### config.mk
export PLATFORM = sky130hd
export DESIGN_NAME = csr_regfile
export DESIGN_NICKNAME = d
export VERILOG_FILES = /design/src/rtl/csr_regfile.sv
export SDC_FILE = /design/constraint.sdc
export NUM_CORES = 1
export LEC_CHECK = 0
export ABC_CLOCK_PERIOD_IN_PS = 5200
export BUFFER_PORTS_ARGS = -buffer_cell sky130_fd_sc_hd__buf_2
export CAP_MARGIN = 20
export CORE_AREA = 5 5 190 238
export DETAILED_ROUTE_END_ITERATION = 12
export DIE_AREA = 0 0 195 243
export PLACE_DENSITY = 0.52
export SKIP_CTS_REPAIR_TIMING = 1
export SLEW_MARGIN = 20
export SYNTH_ARGS = -nofsm -noshare
export SYNTH_HDL_FRONTEND = slang
export SYNTH_SLANG_ARGS = --single-unit
### constraint.sdc
create_clock -name clk -period 5.2 [get_ports clk]
set_clock_uncertainty 0.05 [all_clocks]
set_input_delay 0.52 -clock clk [delete_from_list [all_inputs] [get_ports clk]]
set_output_delay 0.52 -clock clk [all_outputs]
set_load 0.05 [all_outputs]
### src/rtl/csr_regfile.sv
`default_nettype none
// ============================================================================
// Module   : csr_regfile
// Brief    : RV32I machine-mode CSR file with 64-bit cycle/instret counters,
//            combinational write-first read port and illegal-address flag.
// Revision : 1.0 - initial release
// ============================================================================
module csr_regfile #(
    parameter logic [31:0] MTVEC_RESET = 32'h0000_0000,
    parameter logic [31:0] MHARTID     = 32'h0000_0000,
    parameter logic        CNT_EN      = 1'b1
) (
    input  logic        clk,
    input  logic        rst,
    input  logic [11:0] csr_read_addr,
    output logic [31:0] csr_read_data,
    output logic        csr_read_ill,
    input  logic        csr_write_en,
    input  logic [11:0] csr_write_addr,
    input  logic [31:0] csr_write_data,
    input  logic        instr_retire
);

    localparam logic [11:0] c_MSTATUS   = 12'h300;
    localparam logic [11:0] c_MIE       = 12'h304;
    localparam logic [11:0] c_MTVEC     = 12'h305;
    localparam logic [11:0] c_MSCRATCH  = 12'h340;
    localparam logic [11:0] c_MEPC      = 12'h341;
    localparam logic [11:0] c_MCAUSE    = 12'h342;
    localparam logic [11:0] c_MCYCLE    = 12'hB00;
    localparam logic [11:0] c_MCYCLEH   = 12'hB80;
    localparam logic [11:0] c_MINSTRET  = 12'hB02;
    localparam logic [11:0] c_MINSTRETH = 12'hB82;
    localparam logic [11:0] c_CYCLE     = 12'hC00;
    localparam logic [11:0] c_CYCLEH    = 12'hC80;
    localparam logic [11:0] c_INSTRET   = 12'hC02;
    localparam logic [11:0] c_INSTRETH  = 12'hC82;
    localparam logic [11:0] c_MHARTID   = 12'hF14;

    logic        r_mstatus_mie;
    logic        r_mstatus_mpie;
    logic [31:0] r_mie;
    logic [31:0] r_mtvec;
    logic [31:0] r_mscratch;
    logic [31:0] r_mepc;
    logic [31:0] r_mcause;
    logic [63:0] r_mcycle;
    logic [63:0] r_minstret;

    logic [31:0] w_rd_reg;
    logic        w_rd_valid;
    logic        w_rd_writable;
    logic        w_wr_ok;
    logic        w_bypass;

    // Decode of the read address: stored value, legality, writability.
    always_comb begin
        w_rd_reg      = 32'h0;
        w_rd_valid    = 1'b1;
        w_rd_writable = 1'b1;
        case (csr_read_addr)
            c_MSTATUS:   w_rd_reg = {24'h0, r_mstatus_mpie, 3'b000, r_mstatus_mie, 3'b000};
            c_MIE:       w_rd_reg = r_mie;
            c_MTVEC:     w_rd_reg = r_mtvec;
            c_MSCRATCH:  w_rd_reg = r_mscratch;
            c_MEPC:      w_rd_reg = r_mepc;
            c_MCAUSE:    w_rd_reg = r_mcause;
            c_MCYCLE:    w_rd_reg = r_mcycle[31:0];
            c_MCYCLEH:   w_rd_reg = r_mcycle[63:32];
            c_MINSTRET:  w_rd_reg = r_minstret[31:0];
            c_MINSTRETH: w_rd_reg = r_minstret[63:32];
            c_CYCLE: begin
                w_rd_reg      = r_mcycle[31:0];
                w_rd_writable = 1'b0;
            end
            c_CYCLEH: begin
                w_rd_reg      = r_mcycle[63:32];
                w_rd_writable = 1'b0;
            end
            c_INSTRET: begin
                w_rd_reg      = r_minstret[31:0];
                w_rd_writable = 1'b0;
            end
            c_INSTRETH: begin
                w_rd_reg      = r_minstret[63:32];
                w_rd_writable = 1'b0;
            end
            c_MHARTID: begin
                w_rd_reg      = MHARTID;
                w_rd_writable = 1'b0;
            end
            default: begin
                w_rd_valid    = 1'b0;
                w_rd_writable = 1'b0;
            end
        endcase
    end

    always_comb begin
        w_wr_ok = 1'b0;
        case (csr_write_addr)
            c_MSTATUS, c_MIE, c_MTVEC, c_MSCRATCH, c_MEPC, c_MCAUSE,
            c_MCYCLE, c_MCYCLEH, c_MINSTRET, c_MINSTRETH: w_wr_ok = 1'b1;
            default:                                      w_wr_ok = 1'b0;
        endcase
    end

    // Write-first bypass returns the raw WB value, before field masking.
    assign w_bypass      = csr_write_en && w_rd_writable && (csr_write_addr == csr_read_addr);
    assign csr_read_data = w_bypass ? csr_write_data : w_rd_reg;
    assign csr_read_ill  = ~w_rd_valid;

    always_ff @(posedge clk) begin
        if (rst) begin
            r_mstatus_mie  <= 1'b0;
            r_mstatus_mpie <= 1'b0;
            r_mie          <= 32'h0;
            r_mtvec        <= MTVEC_RESET;
            r_mscratch     <= 32'h0;
            r_mepc         <= 32'h0;
            r_mcause       <= 32'h0;
        end else if (csr_write_en && w_wr_ok) begin
            case (csr_write_addr)
                c_MSTATUS: begin
                    r_mstatus_mie  <= csr_write_data[3];
                    r_mstatus_mpie <= csr_write_data[7];
                end
                c_MIE:      r_mie      <= csr_write_data;
                c_MTVEC:    r_mtvec    <= {csr_write_data[31:2], 1'b0, csr_write_data[0]};
                c_MSCRATCH: r_mscratch <= csr_write_data;
                c_MEPC:     r_mepc     <= {csr_write_data[31:2], 2'b00};
                c_MCAUSE:   r_mcause   <= csr_write_data;
                default:    ;
            endcase
        end
    end

    // A write to either half suppresses that counter's increment for the cycle.
    always_ff @(posedge clk) begin
        if (rst) begin
            r_mcycle   <= 64'h0;
            r_minstret <= 64'h0;
        end else begin
            if (csr_write_en && csr_write_addr == c_MCYCLE)
                r_mcycle[31:0] <= csr_write_data;
            else if (csr_write_en && csr_write_addr == c_MCYCLEH)
                r_mcycle[63:32] <= csr_write_data;
            else if (CNT_EN)
                r_mcycle <= r_mcycle + 64'd1;

            if (csr_write_en && csr_write_addr == c_MINSTRET)
                r_minstret[31:0] <= csr_write_data;
            else if (csr_write_en && csr_write_addr == c_MINSTRETH)
                r_minstret[63:32] <= csr_write_data;
            else if (CNT_EN && instr_retire)
                r_minstret <= r_minstret + 64'd1;
        end
    end

endmodule
`default_nettype wire

==> flow_summary.ini, run 1 <==
[setup_path]
crit_path_end_kind = primary output
r2r_end = r_minstret[52]$_SDFFE_PP0P_
r2r_cells = 7
required_ps = 4630
rr_startpoint = r_minstret[1]$_SDFFE_PP0P_
crit_type = in2out
startpoint_type = input pin
r2r_setup_slack_ps = 1980
worstPathArrival_ps = 3480
crit_path_max_fanout = 17

[routing]
firstDrtPassIters = 6
postRouteAntennaNets = 0
num_vias = 17300
drt_iter0_drc = 1844
drcViolationCount = 0
via_per_inst = 6.23
wl_per_cell_um = 26.0
wirelength_um = 72100

[synth]
synth_ff_type = dfxtp_1
synth.top_cell.area_share_pct = 35.1
syn_area_per_cell_um2 = 7.37
yosys_register_bits = 287
yosys-top-cells-count = 437 x nand2_1, 287 x dfxtp_1, 224 x a21oi_1
seq_area_frac_synth_pct = 35.1
ys_top_cells_by_area = dfxtp_1 35%, nand2_1 10%, a21oi_1 6.8%
synth_most_common_cell = nand2_1
synth_cell_types = 84
synth_fp_nets = 2282
synth_edf_count = 0
yosys_warnings = 0
synth_cells = 2220
async_reset_ff_share_pct = 0
syn-cell-area_um2 = 16400
yosys.area.top_type = dfxtp_1

[timing]
fmax_ghz = 0.247
fin_setup_tns_ps = 0
maxSlewViolCount = 0
rsz0062_at_grt = no
hold_viol = 0
period_minus_slack_ps = 4050
setup_viol = 0
slew_headroom_pct = 26.4
fin_hold_ws_ps = 314
setup_slack_ps = 1150
fin_crit_sh_pct = 77.9
worst_pin_slew_ps = 1100

[run_status]
status = finished clean

[layout]
multiInputGateArea_um2 = 9790
diodes = 0
layout-drive-gt1-share_pct = 10.4
n_fill_cell = 4376
nets = 2243
seq_area_um2 = 5750
stdcell_count = 2770
area_delta_synth_final_pct = 11.4

[grt]
grt_max_degree = 142
grt-ovfl-total = 0
grt_pass1_vias = 16100
grt_usage_pct = 28.8
antenna_found_initial = 0
grt_first_pass_wirelength_um = 106000

[power_and_ir_drop]
ir_drop_mv = 0.168
combPwrFrac_pct = 5.7
seq_power_share_pct = 45.0
power_mw = 4.93
switching_power_mw = 1.24
switching_share_pct = 25.1
pwr-share-clk_pct = 49.3
p_leak_nw = 5.65
intPower_mw = 3.69
powerDensity_nw_per_um2 = 270

[floorplan]
die_w_um = 195
core.rowCount = 85
core_area_um2 = 42800
initial_core_util_pct = 38.3
die_h_um = 243
io_pins = 93
die_area_um2 = 47400

[clock_network]
cts_max_level = 2
cts_root_buffer = clkbuf_16
cts_tree = built
clockBufferDepth = 3
cts_inserted_buffers = 34
clock_latency_ps = 540
clock_sinks = 287
cts.clk_slew.worst_paths_ps = 60

[min_path]
hold_depth = 3
min_from = csr_write_data[20]
hold_end = r_mtvec[20]$_SDFFE_PP0P_
min_path_type = in2reg

[placement]
post-place-cells = 2710
post-place-ws_ps = 1220
place.gp.congestion = 1.05
port_buffers = 92
dp_hpwl_um = 50200

[job]
maxCapViolCount = 0
[power groups by stage]
stage | Sequential [mW] | Combinational, mW | Clock [mW]
5_1_grt | 2.21 | 0.292 | 2.54
3_3_place_gp | 2.26 | 0.276 | 0
6_report | 2.22 | 0.282 | 2.43
3_5_place_dp | 2.26 | 0.277 | 0
2_1_floorplan | 2.26 | 0.153 | 0
4_1_cts | 2.22 | 0.277 | 2.46
[layer usage]
| metal | vias up | track usage [%] | share of wire, % |
|---|---|---|---|
| met3 | 195 | 4.29 | 7.5 |
| met2 | 794 | 48.6 | 47 |
| met1 | 8334 | 36.4 | 40 |
| li1 | 7927 | - | - |
| met5 | - | 0 | 0 |
| met4 | 0 | 12.8 | 5.1 |
[cell families after synthesis]
logic type	count (synthesis)	share of synthesized area, %
muxes	71	4.42
buffers and inverters	229	5.65
and+or+nand+nor	945	27.3
adders and majority gates	2	0.153
DFF	287	35.1
AOI/OAI and AO/OA	613	23.5
xor gates and xnor gates	73	3.91
[final cells by class]
type                    instances  area share (%)
clock buffers                  54            5.68
clock inverters                 6           0.405
inverters                      19           0.391
multi-input cells            1704            53.7
flip-flops and latches        287            31.5
well taps                     565            3.88
repair buffers                135            4.41
[worst max-delay path: stages]
cell,delay [ps]
buf_2,440
buf_4,390
nor4b_1,570
nand2_1,590
o21ai_0,320
a21oi_1,150
o21ai_0,200
buf_2,290
[cell usage in the layout, fill, tap and decap left out, types with 57 or more instances in the layout]
| master | instances |
|---|---|
| a211oi_1 | 76 |
| a21oi_1 | 224 |
| a22oi_1 | 66 |
| buf_2 | 92 |
| dfxtp_1 | 287 |
| mux2i_1 | 61 |
| nand2_1 | 437 |
| nand3_1 | 83 |
| nand4_1 | 57 |
| nor2_1 | 160 |
| o21ai_0 | 92 |
[registers in the layout, indices dropped and copies added (netlist names)]
name	count
r_mcause	32
r_mcycle	64
r_mepc	30
r_mie	32
r_minstret	64
r_mscratch	32
r_mstatus_mie	1
r_mstatus_mpie	1
r_mtvec	31
[how the worst max path moves through the flow]
| stage | depth (start not counted) | slack [ps] | from | endpoint |
|---|---|---|---|---|
| final | 8 | 1150 | csr_read_addr[7] | csr_read_data[27] |
| after global routing | 8 | 1060 | csr_read_addr[7] | csr_read_data[27] |
| after CTS | 8 | 1190 | csr_read_addr[7] | csr_read_data[27] |
| after detailed placement | 8 | 1220 | csr_read_addr[7] | csr_read_data[27] |
| after global placement | 8 | 1290 | csr_read_addr[7] | csr_read_data[27] |
| after floorplan | 8 | 1380 | csr_read_addr[5] | csr_read_data[10] |
[through the flow]
stage | instance area, um^2 | utilization, %
5_1_grt | 18200 | 42.6
3_3_place_gp | 17100 | 40.0
2_1_floorplan | 16400 | -
4_1_cts | 18200 | 42.6
3_5_place_dp | 17100 | 40.0
6_report | 18200 | 42.6
No activity file was read; power rests on OpenSTA's default activity.
==> inputs of run 2 (changes only) <==
Settings changed: ABC_AREA set to 1, ABC_CLOCK_PERIOD_IN_PS 5200 to 3500, CORE_AREA 5 5 190 238 to 5 5 205 257, DIE_AREA 0 0 195 243 to 0 0 210 262, PLACE_DENSITY 0.52 to 0.54.
Clock period 5.2 ns to 3.5 ns, I/O delays scaled along.
==> run 2 against run 1 <==
Synthesized cell count rose by 49%. Clock-buffer cell count fell by 4. Flip-flop and latch count did not move. Non-clock buffer count rose by 8. Power rose by 55%. Sequential share of layout area fell by 4.9 points. Via count rose by 30%. Register-to-register slack got worse by 1100 ps. Global-route usage rose by 5.8 points. Sequential power rose by 48%. Critical path type unchanged.
==> flow_summary.ini, run 2 <==
[setup_path]
startpoint_type = input pin
crit_type = in2out
crit_path_max_fanout = 24
required_ps = 3100
worstPathArrival_ps = 2770
crit_path_end_kind = primary output

[layout]
fin_util_pct = 43.3
final_common_cell = nand2_1
layout-drive-gt1-share_pct = 8.99
area_delta_synth_final_pct = 12.1
layout_common_cells = 1004 x nand2_1, 485 x nor2_1, 366 x inv_1
nets = 3407
largestRegisters = r_mcycle (64), r_minstret (64)

[power_and_ir_drop]
ir_drop_mv = 0.393
powerDensity_nw_per_um2 = 354
p_leak_nw = 8.90
power_mw = 7.66

[clock_network]
cts_inserted_buffers = 35
cts.clk_slew.worst_paths_ps = 60
cts_root_buffer = clkbuf_16
cts_tree = built
clockBufferDepth = 3
cts_max_level = 2
clock_sinks = 287
clock_latency_ps = 570

[timing]
hold_viol = 0
slew_headroom_pct = 26.2
maxSlewViolCount = 0
fmax_ghz = 0.316
period_minus_slack_ps = 3170
rsz0062_at_grt = no
fin_setup_tns_ps = 0
setup_viol = 0
worst_pin_slew_ps = 1100
fin_crit_sh_pct = 90.5

[placement]
place.gp.congestion = 1.04
port_buffers = 92
dp_hpwl_um = 74700

[synth]
ys_top_cells_by_area = dfxtp_1 30%, nand2_1 20%, nor2_1 9.5%
synth_cells = 3314
yosys_register_bits = 287
syn-cell-area_um2 = 19300
synth_cell_types = 41
syn_area_per_cell_um2 = 5.82
yosys_warnings = 0
synth_most_common_cell = nand2_1
seq_area_frac_synth_pct = 29.8
synth_edf_count = 0
synth.top_cell.area_share_pct = 29.8
yosys-top-cells-count = 1005 x nand2_1, 486 x nor2_1, 367 x inv_1
synth_ff_type = dfxtp_1
yosys.area.top_type = dfxtp_1
async_reset_ff_share_pct = 0
synth_fp_nets = 3376

[floorplan]
die_h_um = 262
core.rowCount = 92
io_pins = 93
initial_core_util_pct = 38.6
die_w_um = 210
core_area_um2 = 50000
die_area_um2 = 55000

[routing]
postRouteAntennaNets = 0
drt_iter0_drc = 2302
firstDrtPassIters = 6
via_per_inst = 5.55
drcViolationCount = 0
wirelength_um = 98600
num_vias = 22400
wl_per_cell_um = 24.5

[min_path]
min_path_type = in2reg

[grt]
grt_max_degree = 74
grt_first_pass_wirelength_um = 141000
grt-ovfl-total = 0
grt_usage_pct = 34.6
grt_pass1_vias = 20700
antenna_found_initial = 6

[job]
maxCapViolCount = 0

[run_status]
status = finished clean
-- run 2: changes by cell type in the layout (fill, tap and decap cells not counted), sizes merged, moves of 66 or more --
cell	change
nand2	+574
inv	+370
nor2	+346
o21ai	+169
nand3	+116
a211oi	-74
a22oi	-66
-- run 2: routing by layer --
| metal | track usage, % | up-vias | share of wire [%] |
|---|---|---|---|
| li1 | - | 10600 | - |
| met1 | 42.3 | 10500 | 39 |
| met2 | 58.0 | 1018 | 46 |
| met3 | 6.96 | 229 | 8.5 |
| met4 | 17.1 | 0 | 6.2 |
| met5 | 0 | - | 0 |
-- run 2: where the power goes --
group	switching [mW]	internal, mW	leakage (nW)	total [mW]
combinational	0.379	0.0909	6.01	0.470
sequential	0.00638	3.27	2.31	3.28
clock	1.64	2.27	0.581	3.91
total	2.02	5.64	8.90	7.66
-- run 2: final timing paths --
path / start / to / slack (ps) / cells past startpoint
hold / removal: csr_write_data[4] / r_minstret[4]$_SDFFE_PP0P_ / 90 / 3
hold reg to reg: r_mtvec[14]$_SDFFE_PP0P_ / r_mtvec[14]$_SDFFE_PP0P_ / 420 / 2
setup / recovery: csr_read_addr[5] / csr_read_data[26] / 330 / 14
setup reg to reg: r_mcycle[26]$_SDFFE_PP0P_ / r_mcycle[37]$_SDFFE_PP0N_ / 880 / 9
-- run 2: kinds of logic after synthesis --
logic type	count (synthesis)	synth area share, %
compound gates	518	14.0
xor+xnor	70	3.18
fa+ha+maj	2	0.130
buf+inv	539	11.4
flops	287	29.8
simple gates	1898	41.5
-- run 2: final cells by class --
| type | instances | area, um^2 |
|---|---|---|
| clock inverters | 12 | 183 |
| flip-flops and latches | 287 | 5750 |
| multi-input cells | 2488 | 11400 |
| inverters | 390 | 1470 |
| clock buffers | 50 | 1020 |
| well taps | 658 | 823 |
| fillers | 5609 | 28300 |
| diodes | 1 | 2.50 |
| repair buffers | 143 | 996 |
-- run 2: per-stage QoR --
step / area [um^2] / std cells / hold WS, ps / setup WS (ps)
4_1_cts: 21600 / 4028 / 59.7 / 425
3_5_place_dp: 20400 / 3966 / 406 / 434
3_3_place_gp: 20400 / 3966 / 403 / 461
5_1_grt: 21600 / 4028 / 84.3 / 267
2_1_floorplan: 19300 / 3314 / 395 / 1120
6_report: 21600 / 4029 / 88.3 / 333
-- run 2: critical path, stage by stage --
cell     delay [ps]
buf_2           120
nor2_2          180
nand3_1         140
nor2_2          220
buf_4           240
nand2_2         100
inv_2           460
nand2_1         120
nand2_1         110
nor2_1           50
nand2_1          70
nand3_1         110
nand2_1         190
buf_2           310
